--- config.mk ---
export PLATFORM = sky130hd
export DESIGN_NAME = echo_wb_trace_flat
export DESIGN_NICKNAME = d
export VERILOG_FILES = /design/src/rtl/echo_wb_trace_if.sv /design/src/rtl/echo_wb_trace.sv /design/src/flat_wrapper.sv
export SDC_FILE = /design/constraint.sdc
export NUM_CORES = 1
export LEC_CHECK = 0
export CORE_ASPECT_RATIO = 2
export CORE_UTILIZATION = 45
export DETAILED_ROUTE_END_ITERATION = 10
export HOLD_SLACK_MARGIN = 0.05
export PLACE_DENSITY = 0.63
export RECOVER_POWER = 50
export SLEW_MARGIN = 20
export SYNTH_ARGS = -nofsm -noshare
export SYNTH_HDL_FRONTEND = slang
export SYNTH_SLANG_ARGS = --single-unit
--- constraint.sdc ---
create_clock -name clk -period 5.8 [get_ports clk]
set_clock_uncertainty 0.2 [all_clocks]
set_input_delay 1.45 -clock clk [delete_from_list [all_inputs] [get_ports clk]]
set_output_delay 1.45 -clock clk [all_outputs]
set_load 0.1 [all_outputs]
--- src/rtl/echo_wb_trace_if.sv ---
// Bundle for the echo_wb_trace block: the core's debug write-back port on
// one side and the drained trace stream plus status on the other.
// The core/consumer side uses the master modport; the trace buffer uses slave.
interface echo_wb_trace_if #(
    parameter int XLEN  = 32,
    parameter int DEPTH = 16,
    parameter int SEQ_W = 16
);
    localparam int LVL_W = $clog2(DEPTH) + 1;

    // Core write-back port
    logic                debug_write_enabled;
    logic [4:0]          debug_write_addr;
    logic [XLEN-1:0]     debug_write_data;

    // Trace stream
    logic                trace_valid;
    logic                trace_ready;
    logic [4:0]          trace_addr;
    logic [XLEN-1:0]     trace_data;
    logic [SEQ_W-1:0]    trace_seq;

    // Status
    logic [LVL_W-1:0]    trace_level;
    logic                overflow;
    logic [15:0]         drop_count;

    modport master (
        output debug_write_enabled, debug_write_addr, debug_write_data,
        output trace_ready,
        input  trace_valid, trace_addr, trace_data, trace_seq,
        input  trace_level, overflow, drop_count
    );

    modport slave (
        input  debug_write_enabled, debug_write_addr, debug_write_data,
        input  trace_ready,
        output trace_valid, trace_addr, trace_data, trace_seq,
        output trace_level, overflow, drop_count
    );
endinterface

--- src/rtl/echo_wb_trace.sv ---
// Write-back trace buffer. Captures every retired register write from the
// core, tags it with a running sequence number and queues it in a FIFO that a
// consumer drains over a ready/valid stream. Events that arrive while the
// FIFO is full (and nothing leaves that cycle) are dropped, counted and
// flagged through a sticky overflow bit; they still consume a sequence number
// so the consumer sees the loss as a gap in trace_seq.
module echo_wb_trace #(
    parameter int XLEN      = 32,
    parameter int DEPTH     = 16,
    parameter int SEQ_W     = 16,
    parameter int FILTER_X0 = 1
) (
    input  logic             clk,
    input  logic             rst,
    input  logic             run,
    echo_wb_trace_if.slave   bus
);
    localparam int PTR_W = $clog2(DEPTH);
    localparam int LVL_W = PTR_W + 1;

    typedef struct packed {
        logic [4:0]       addr;
        logic [XLEN-1:0]  data;
        logic [SEQ_W-1:0] seq;
    } entry_t;

    entry_t           mem [DEPTH];
    entry_t           head;

    logic [PTR_W-1:0] rd_ptr;
    logic [PTR_W-1:0] wr_ptr;
    logic [LVL_W-1:0] level;
    logic [SEQ_W-1:0] seq_cnt;
    logic             overflow;
    logic [15:0]      drop_count;

    logic             is_x0;
    logic             is_event;
    logic             empty;
    logic             full;
    logic             pop;
    logic             push;
    logic             drop;

    // Event qualification and FIFO handshakes. A pop frees a slot in the same
    // cycle, so a full FIFO still accepts an event when the consumer is ready.
    assign is_x0    = (FILTER_X0 != 0) && (bus.debug_write_addr == 5'd0);
    assign is_event = run && bus.debug_write_enabled && !is_x0;
    assign empty    = (level == '0);
    assign full     = (level == LVL_W'(DEPTH));
    assign pop      = !empty && bus.trace_ready;
    assign push     = is_event && (!full || pop);
    assign drop     = is_event && !push;

    // Pointers, occupancy, sequence counter and drop accounting.
    // NOTE: sequential state uses non-blocking assignments so every register
    // samples the pre-edge values of its peers, independent of statement order.
    always_ff @(posedge clk) begin
        if (!rst) begin
            rd_ptr     <= '0;
            wr_ptr     <= '0;
            level      <= '0;
            seq_cnt    <= '0;
            overflow   <= 1'b0;
            drop_count <= '0;
        end else begin
            if (pop)  rd_ptr <= rd_ptr + PTR_W'(1);
            if (push) wr_ptr <= wr_ptr + PTR_W'(1);

            case ({push, pop})
                2'b10:   level <= level + LVL_W'(1);
                2'b01:   level <= level - LVL_W'(1);
                default: level <= level;
            endcase

            if (is_event) seq_cnt <= seq_cnt + SEQ_W'(1);

            if (drop) begin
                overflow <= 1'b1;
                if (drop_count != 16'hFFFF) drop_count <= drop_count + 16'd1;
            end
        end
    end

    // Entry storage; written on every accepted event.
    // NOTE: the storage array is deliberately not reset -- occupancy and
    // pointers define which entries are live, and the head fields are masked
    // while empty, so stale contents are never observable.
    always_ff @(posedge clk) begin
        if (rst && push) begin
            mem[wr_ptr] <= '{addr: bus.debug_write_addr,
                             data: bus.debug_write_data,
                             seq:  seq_cnt};
        end
    end

    // Head fields come straight from the read pointer; zero while empty so
    // reset and drained states present a clean all-zero head.
    assign head            = mem[rd_ptr];
    assign bus.trace_valid = !empty;
    assign bus.trace_addr  = empty ? '0 : head.addr;
    assign bus.trace_data  = empty ? '0 : head.data;
    assign bus.trace_seq   = empty ? '0 : head.seq;
    assign bus.trace_level = level;
    assign bus.overflow    = overflow;
    assign bus.drop_count  = drop_count;
endmodule

--- src/flat_wrapper.sv ---
// flat-port wrapper written by rule: the top's interface ports become plain ports
module echo_wb_trace_flat 
#(
    parameter int XLEN      = 32,
    parameter int DEPTH     = 16,
    parameter int SEQ_W     = 16,
    parameter int FILTER_X0 = 1
)
  (clk, rst, run, bus_debug_write_enabled, bus_debug_write_addr, bus_debug_write_data, bus_trace_ready, bus_trace_valid, bus_trace_addr, bus_trace_data, bus_trace_seq, bus_trace_level, bus_overflow, bus_drop_count);
  echo_wb_trace_if #(.XLEN(XLEN), .DEPTH(DEPTH), .SEQ_W(SEQ_W)) bus_i ();
  input  logic clk;
  input  logic rst;
  input  logic run;
  input wire logic [$bits(bus_i.debug_write_enabled)-1:0] bus_debug_write_enabled;
  input wire logic [$bits(bus_i.debug_write_addr)-1:0] bus_debug_write_addr;
  input wire logic [$bits(bus_i.debug_write_data)-1:0] bus_debug_write_data;
  input wire logic [$bits(bus_i.trace_ready)-1:0] bus_trace_ready;
  output wire logic [$bits(bus_i.trace_valid)-1:0] bus_trace_valid;
  output wire logic [$bits(bus_i.trace_addr)-1:0] bus_trace_addr;
  output wire logic [$bits(bus_i.trace_data)-1:0] bus_trace_data;
  output wire logic [$bits(bus_i.trace_seq)-1:0] bus_trace_seq;
  output wire logic [$bits(bus_i.trace_level)-1:0] bus_trace_level;
  output wire logic [$bits(bus_i.overflow)-1:0] bus_overflow;
  output wire logic [$bits(bus_i.drop_count)-1:0] bus_drop_count;
  assign bus_i.debug_write_enabled = bus_debug_write_enabled;
  assign bus_i.debug_write_addr = bus_debug_write_addr;
  assign bus_i.debug_write_data = bus_debug_write_data;
  assign bus_i.trace_ready = bus_trace_ready;
  assign bus_trace_valid = bus_i.trace_valid;
  assign bus_trace_addr = bus_i.trace_addr;
  assign bus_trace_data = bus_i.trace_data;
  assign bus_trace_seq = bus_i.trace_seq;
  assign bus_trace_level = bus_i.trace_level;
  assign bus_overflow = bus_i.overflow;
  assign bus_drop_count = bus_i.drop_count;
  echo_wb_trace #(.XLEN(XLEN), .DEPTH(DEPTH), .SEQ_W(SEQ_W), .FILTER_X0(FILTER_X0)) u_core (.clk(clk), .rst(rst), .run(run), .bus(bus_i));
endmodule
==> flow_summary_export.csv <==
group,metric,value,unit
setup_path,crit_path_end_kind,"output pin",
sta,tightest_slew,1.47,ns
global_routing,overflow,0,
drt,drcViolationCount,0,
logic_synthesis,synth_edf_count,848,
finish,layout_commonest_cell,"edfxtp_1",
clocking,cts_made_buffers,77,
setup_path,rrSetupSlack,2.23,ns
logic_synthesis,synth_cell_types,48,
clocking,htreeDepth,3,
sta,setup_viol,0,
floorplan,die_w,198,um
setup_path,cp.required,4.15,ns
logic_synthesis,syn-instance-count,1590,
sta,finalCritPeriodShare,0.915,
floorplan,row_count,143,
clocking,clock_sinks,898,
place,globalplace.congestion,0.760,
clocking,root_buffer,"clkbuf_16",
power,p_seq_frac,0.413,
global_routing,track_usage,0.204,
setup_path,path_buf_inv,2,
drt,ant_nets,0,
clocking,ctsLongestPathBuffers,3,
place,dp.cells,2705,
logic_synthesis,synth_area_leader_cell,"edfxtp_1",
finish,syn_to_final_growth,15.4,%
logic_synthesis,synth_top_family_by_area,"multiplexers",
outcome,violations,"max-capacitance violations",
logic_synthesis,seq_area_frac_synth,0.767,
sta,slew_headroom,0.0140,
logic_synthesis,synth_top_area_share,0.738,
job,drv_cap,1,
logic_synthesis,synth-simple-area-share,0.0226,
finish,fin_area,39800,um^2
power,p_total,17400,uW
setup_path,arrival,3.66,ns
drt,drt-vias-per-instance,5.73,
place,dp_hpwl,44.5,mm
power,irDropWorstVdd,313,uV
place,port_buffers,117,
power,p_comb_frac,0.301,
global_routing,grt_pass1_vias,17700,
clocking,cts_setup_buffers,0,
setup_path,crit_fanout,42,
logic_synthesis,synth.area.top_cells,"edfxtp_1, mux4_2, mux2i_1",
power,p_int,11300,uW
floorplan,dieArea,77800,um^2
setup_path,cpLargestDelayFamily,"buffers and inverters",
finish,drive_gt1_frac,0.235,
power,power_density,437,nW/um^2
clocking,cts_tree,"built",
logic_synthesis,synth.avg_cell_area,21.7,um^2
setup_path,cpMaxStageDelayCell,"clkdlybuf4s50_1",
floorplan,coreArea,75900,um^2
logic_synthesis,synthXorXnorAreaFrac,0.00762,
floorplan,initial_utilization,0.455,
place,placed_cell_area,37500,um^2
sta,fin_tns_setup,0,ns
floorplan,die_y,393,um
logic_synthesis,syn_nets,1643,
global_routing,grt_pass1_wl,114,mm
drt,vias,16300,
setup_path,critPathKind,"reg2out",
power,p_sw,6100,uW
drt,wl_per_cell,27.1,um
logic_synthesis,synthArstFlopShare,0,
logic_synthesis,synth-seq-cells,898,
logic_synthesis,synth_fa_ha_area_frac,0.00421,
sta,fmax,0.188,GHz
setup_path,slowest_delay,1.04,ns
clocking,clk_latency,0.64,ns
power,power_leakage,0.0119,uW
power,power.share.clock,0.286,
sta,rsz0062_at_grt,"false",
drt,drt-total-wl,77.1,mm
global_routing,grt_max_degree,68,
setup_path,start_kind,"flop",
logic_synthesis,ys.flop_type,"edfxtp_1",
finish,finalNonFillerCells,2847,
floorplan,ios,118,
finish,final_cell_mix,"edfxtp_1, mux4_2, mux2i_1, clkbuf_16, buf_4",
logic_synthesis,synthMuxAreaShare,0.171,
clocking,clk_pin_slew,0.07,ns
sta,hold_viol,0,
finish,fin_nets,1822,
setup_path,path_cells,"buf_12 -> mux4_2 -> mux2i_1 -> o22ai_1 -> clkdlybuf4s50_1",
clocking,hold_buffers,0,
power,p_sw_frac,0.351,
finish,fillers,5966,
global_routing,antenna_found_initial,3,
worst_hold_path,hp-class,"reg2reg",
logic_synthesis,ys_warn_count,0,
outcome,status,"finished with violations",
sta,slew_violations,0,
drt,drtIter0Drc,1148,
logic_synthesis,synth_compound_area_frac,0.0162,
logic_synthesis,syn_area,34500,um^2
clocking,post_cts_resized,0,
drt,firstDrtPassIters,5,
sta,period_needed,5.31,ns
[per-stage QoR]
stage | hold WS (ns) | worst slack, ns | utilization
finish | 0.251 | 0.492 | 0.525
floorplan | 0.259 | 0.0765 | -
detailed placement | 0.240 | 0.723 | 0.494
global route | 0.274 | 0.254 | 0.525
CTS | 0.253 | 0.374 | 0.525
global placement | 0.239 | 0.877 | 0.494
[cell usage after synthesis, types with 8 or more instances]
cell and instances:
xnor2_1 22, a21oi_1 15, ha_1 10, buf_2 23, mux4_2 212, nand3_1 20, o22ai_1 53, xor2_1 8
edfxtp_1 848, nor2_1 54, mux2i_1 109, nand2_1 25, buf_1 10, dfxtp_1 50, nor3_1 10, inv_1 12
clkbuf_1 43, nand4_1 8
[sequential cells by signal, indices dropped and copies added (netlist names), named ones only]
signal / count
u_core.mem: 848
u_core.bus.drop_count: 16
u_core.seq_cnt: 16
u_core.bus.trace_level: 5
u_core.rd_ptr: 4
u_core.wr_ptr: 4
u_core.bus.overflow: 1
[worst register-to-register path: stages (launching register included)]
cell and delay (ns):
dfxtp_1 0.38, nor4_4 0.39, o2111ai_1 0.62, nor4_1 1.42
a21oi_1 0.19, a31o_2 0.26
[cell type report]
class / instances / area, um^2 / share of cell area
Antenna cell: 2 / 5.00 / 0.000126
Clock buffer: 106 / 2130 / 0.0534
Clock inverter: 34 / 269 / 0.00676
Inverter: 13 / 48.8 / 0.00123
Multi-Input combinational cell: 601 / 7710 / 0.194
Sequential cell: 898 / 26500 / 0.665
Tap cell: 1015 / 1270 / 0.0319
Timing Repair Buffer: 178 / 1890 / 0.0476
[power by group through the flow]
stage          Combinational (uW)  Clock (uW)  Sequential (uW)
2_1_floorplan                3890           0             7390
3_5_place_dp                 5330           0             7330
6_report                     5230        4960             7190
4_1_cts                      5350        5080             7190
5_1_grt                      5470        5280             7200
3_3_place_gp                 5310           0             7320
[routing by layer]
layer	up-vias	global-route usage	wire length, um
li1	7001	-	-
met1	8771	0.242	29300
met2	426	0.370	42400
met3	128	0.0295	3170
met4	0	0.0748	2310
met5	-	0	0
[logic make-up after synthesis]
family | Yosys count
adders and majority gates | 11
DFF | 898
buffers and inverters | 91
AOI/OAI and AO/OA | 87
xor gates and xnor gates | 30
and+or+nand+nor | 151
muxes | 322
[path summary, 6_finish.rpt]
| kind | start | to | cells past startpoint |
|---|---|---|---|
| min reg2reg | u_core.bus.overflow | u_core.bus.overflow | 2 |
| max | flop | bus_trace_data[23] | 5 |
| min | u_core.bus.overflow | u_core.bus.overflow | 2 |
| max reg2reg | u_core.bus.trace_level[1] | u_core.bus.drop_count[11] | 5 |
Note: power is estimated with default switching activity, not from simulation.
